===== src/rtl/decoder_3to8_reg_pkg.sv =====
// Constants and types shared by the control unit, the register file and the
// register-select decoders.
package decoder_3to8_reg_pkg;

    localparam int REG_SEL_W = 3;
    localparam int NUM_REGS  = 8;

    typedef logic [NUM_REGS-1:0] reg_onehot_t;

    // Bit position driven by select value k, optionally mirrored end-for-end.
    function automatic int unsigned onehot_pos(input int unsigned k,
                                               input int unsigned width,
                                               input bit          reverse);
        return reverse ? (width - 1 - k) : k;
    endfunction

endpackage


===== src/rtl/decoder_3to8_reg_comb.sv =====
// Pure combinational N-to-2**N one-hot decoder with enable; an unknown select
// compares false everywhere, so at most one bit can ever be hot.
module decoder_comb
    import decoder_3to8_reg_pkg::*;
#(
    parameter int N       = 3,
    parameter bit REVERSE = 1'b0
) (
    input  logic [N-1:0]    w,
    input  logic            en,
    output logic [2**N-1:0] y
);

    localparam int OUT_W = 2**N;

    always_comb begin
        y = '0;
        if (en) begin
            for (int k = 0; k < OUT_W; k++) begin
                if (w == N'(k)) begin
                    y[onehot_pos(k, OUT_W, REVERSE)] = 1'b1;
                end
            end
        end
    end

endmodule


===== src/rtl/decoder_3to8_reg.sv =====
// Register-field decoder: same-cycle one-hot select Y plus a registered copy
// Yq for pipelined consumers, cleared by a synchronous active-high reset.
module decoder_3to8_reg
    import decoder_3to8_reg_pkg::*;
#(
    parameter int N       = REG_SEL_W,
    parameter bit REVERSE = 1'b0
) (
    input  logic            Clock,
    input  logic            Resetn,
    input  logic [N-1:0]    W,
    input  logic            En,
    output logic [2**N-1:0] Y,
    output logic [2**N-1:0] Yq
);

    decoder_comb #(
        .N       (N),
        .REVERSE (REVERSE)
    ) u_decoder_comb (
        .w  (W),
        .en (En),
        .y  (Y)
    );

    // Resetn is active-high despite its name; reset beats any load.
    always_ff @(posedge Clock) begin
        if (Resetn) begin
            Yq <= '0;
        end else begin
            Yq <= Y;
        end
    end

endmodule


===== config.mk =====
export PLATFORM = sky130hd
export DESIGN_NAME = decoder_3to8_reg
export DESIGN_NICKNAME = d
export VERILOG_FILES = /design/src/rtl/decoder_3to8_reg_pkg.sv /design/src/rtl/decoder_3to8_reg_comb.sv /design/src/rtl/decoder_3to8_reg.sv
export SDC_FILE = /design/constraint.sdc
export NUM_CORES = 1
export LEC_CHECK = 0
export ABC_AREA = 1
export CAP_MARGIN = 25
export CORE_AREA = 2 2 39 41
export DETAILED_ROUTE_END_ITERATION = 10
export DIE_AREA = 0 0 41 43
export GPL_ROUTABILITY_DRIVEN = 0
export GPL_TIMING_DRIVEN = 0
export PLACE_DENSITY = 0.67
export SYNTH_ARGS = -nofsm -noshare
export SYNTH_HDL_FRONTEND = slang
export SYNTH_SLANG_ARGS = --single-unit

===== constraint.sdc =====
create_clock -name Clock -period 0.93 [get_ports Clock]
set_input_delay 0.186 -clock Clock [delete_from_list [all_inputs] [get_ports Clock]]
set_output_delay 0.186 -clock Clock [all_outputs]
set_load 0.1 [all_outputs]

==> results of run 1 <==
worst max-delay path by stage:
stage,startpoint,to,cells after the start
final,En,Y[2],6
after detailed placement,W[0],Y[1],6
after global routing,En,Y[2],6
after floorplan,W[0],Y[4],3
after global placement,W[1],Y[2],6
after CTS,W[2],Y[2],5
per-layer routing:
metal | part of all wire, % | global-route usage (%) | vias up
li1 | - | - | 179
met1 | 34 | 9.35 | 161
met2 | 57 | 19.4 | 14
met3 | 6.9 | 3.14 | 2
met4 | 1.5 | 12.0 | 0
met5 | 0 | 0 | -
cells in the mapped netlist:
| library cell | count | area, um2 |
|---|---|---|
| inv_1 | 7 | 26.3 |
| nor2_2 | 1 | 6.26 |
| clkbuf_1 | 1 | 3.75 |
| nand2_2 | 1 | 6.26 |
| nor2_1 | 11 | 41.3 |
| nor3_1 | 5 | 25.0 |
| dfxtp_1 | 8 | 160 |
| nand2_1 | 8 | 30.0 |
critical path, delay by kind of cell:
family | cells | cell delay (ns)
AND/OR/NAND/NOR | 2 | 0.23
buffers and inverters | 4 | 0.39
timing repair:
| item | 4_1_cts | 5_1_grt |
|---|---|---|
| resized for setup | 171 | 7 |
| gates cloned | 0 | 0 |
| hold endpoints to repair | 0 | 0 |
| buffers inserted | 2 | 1 |
| setup endpoints to repair | 24 | 15 |
| pin swaps | 3 | 5 |
per-stage QoR:
stage	TNS, ns	std cells	hold WS, ns	setup slack [ns]	power (uW)
finish	-0.224	84	0.211	-0.0564	941
global route	-0.544	84	0.207	-0.0930	975
CTS	-0.317	83	0.194	-0.0594	935
detailed placement	-22.56	78	0.521	-1.69	631
global placement	-22.34	78	0.510	-1.68	629
floorplan	-0.0567	42	0.313	-0.0397	549
final cells by class:
type                            count  area (um2)
Timing Repair Buffer               23         404
Sequential cell                     8         170
Fill cell                          89         478
Inverter                            7        80.1
Buffer                              1        3.75
Multi-Input combinational cell     26         205
Clock buffer                        3        22.5
Tap cell                           16        20.0
cells by family (layout without fill, tap and decap cells):
family                 Yosys count  count (layout)  share of synthesized area, %
buffers and inverters            8              34                          10.0
flip-flops                       8               8                          53.6
AND/OR/NAND/NOR                 26              26                          36.4
power groups by stage:
stage | Combinational [uW] | Clock, uW | Sequential (uW)
after floorplan | 148 | 0 | 401
after CTS | 316 | 264 | 355
after global routing | 345 | 275 | 355
after detailed placement | 272 | 0 | 358
after global placement | 271 | 0 | 358
final | 333 | 254 | 355
==> impl_results.md, run 1 <==
- P&R area growth vs syn: 203%
- Worst path arrival time: 0.80 ns
- # clock sinks: 8
- Synth Instances: 42
- Mean Syn Cell Area: 7.12 um2
- #FFs+latches synth: 8
- Startpoint types: primary input
- Worst min-delay path class: in2reg
- Max rail drop VDD: 0.384 mV
- Post-DP Area: 674 um2
- Final wirelength: 924 um
- Crit-path max cell delay: 0.17 ns
- Vias/cell: 4.24
- Crit path required time: 0.74 ns
- Run status: finished, violations left
- Net Sw Power: 321 uW
- Post-layout nets: 76
- Ports: 22
- Synth cell types: 8
- Most frequent cells in the layout: 17 x buf_12, 8 x dfxtp_2, 6 x nor2_4, 6 x nor2_1, 5 x nor3_1
- Vias in the first global route: 327
- Routed via count: 356
- Drt first pass iters: 4
- Die Y-Extent: 43 um
- Die Wd: 41 um
- Power share of the combinational group: 35.3%
- CORE AREA: 0.00138 mm2
- Final std cell area, no fill: 906 um2
- Crit path max-delay cell type: buf_12
- Max FFs per register: 8
- CTS tree: built
- Seq/Total Area, Yosys: 53.6%
- Port bufs: 20
- Critical path capture point type: output pin
- HPWL Detailed: 595 um
- Post-CTS Hold Buffers: 0
- Hold Path Depth: 3
- Most common cell after layout, fill and taps aside: buf_12
- Switching share of power: 34.1%
- Worst-Margin Slew: 0.317 ns
- Failing checks: setup timing
- CP max FO: 3
- Power density over cell area: 1040 mW/mm2
- Setup ws final: -0.0564 ns
- Final setup viols: 11
- Share of post-route cells with drive strength above 1: 82.4%
- Starting Density: 21.6%
- Mapped Area: 299 um2
- Initial antenna violation count: 0
- Period utilization: 106%
- Mapped Nets: 48
- Most flop-heavy register: Yq
- Hold EP: Yq[6]$_SDFF_PP0_
- Initial DRC count: 2
- Slew headroom: 78.8%
- GR Overflow Total: 0
- Final min period: 0.986 ns
- Unrepaired setup endpoints after global routing: yes
- Max Freq: 1.01 GHz
- Worst Setup Path Type: in2out
- Largest net degree at the start of global routing: 9
- Cell-internal power: 620 uW
- Die area: 0.00176 mm2
- Most Frequent Cell on Critical Path: buf_12
- H-tree depth: 1
- Max-cap violations: 0
- Clock Pin Slew Worst Setup and Hold Paths: 0.05 ns
- FP Rows: 14
- Max clock buf depth: 2
- Drt wl/cell: 11.0 um
- Final hold violations: 0
- Sequential Power Share: 37.7%
- GR Util All Layers: 11.6%
- First-pass GRT wire length: 1280 um
- Worst Hold Launch: W[1]
- Total CTS buffers: 3
- DRC: 0
- Largest registers: Yq x8
- Clock network fraction of total power: 26.9%
- P_leak: 0.000353 uW
- Diodes inserted: 0
- Root Driver: clkbuf_4
- CP cell instances: buf_12 -> inv_6 -> nor2_4 -> nand2_2 -> clkinvlp_4 -> buf_12
- Warnings, synthesis: 0
- Antenna Nets Post-Route: 0
- Final core occ: 65.5%
- Slew Viols, Final: 0
(Power assumes the default switching activity.)
==> run 2, diff against run 1 <==
- ABC_CLOCK_PERIOD_IN_PS: default -> 930
==> results of run 2 <==
Final layout, timing and power as in run 1 (identical DEF).
==> run 3, diff against run 2 <==
- GPL_ROUTABILITY_DRIVEN: 0 -> default
==> results of run 3 <==
Final layout, timing and power as in run 1 (identical DEF).
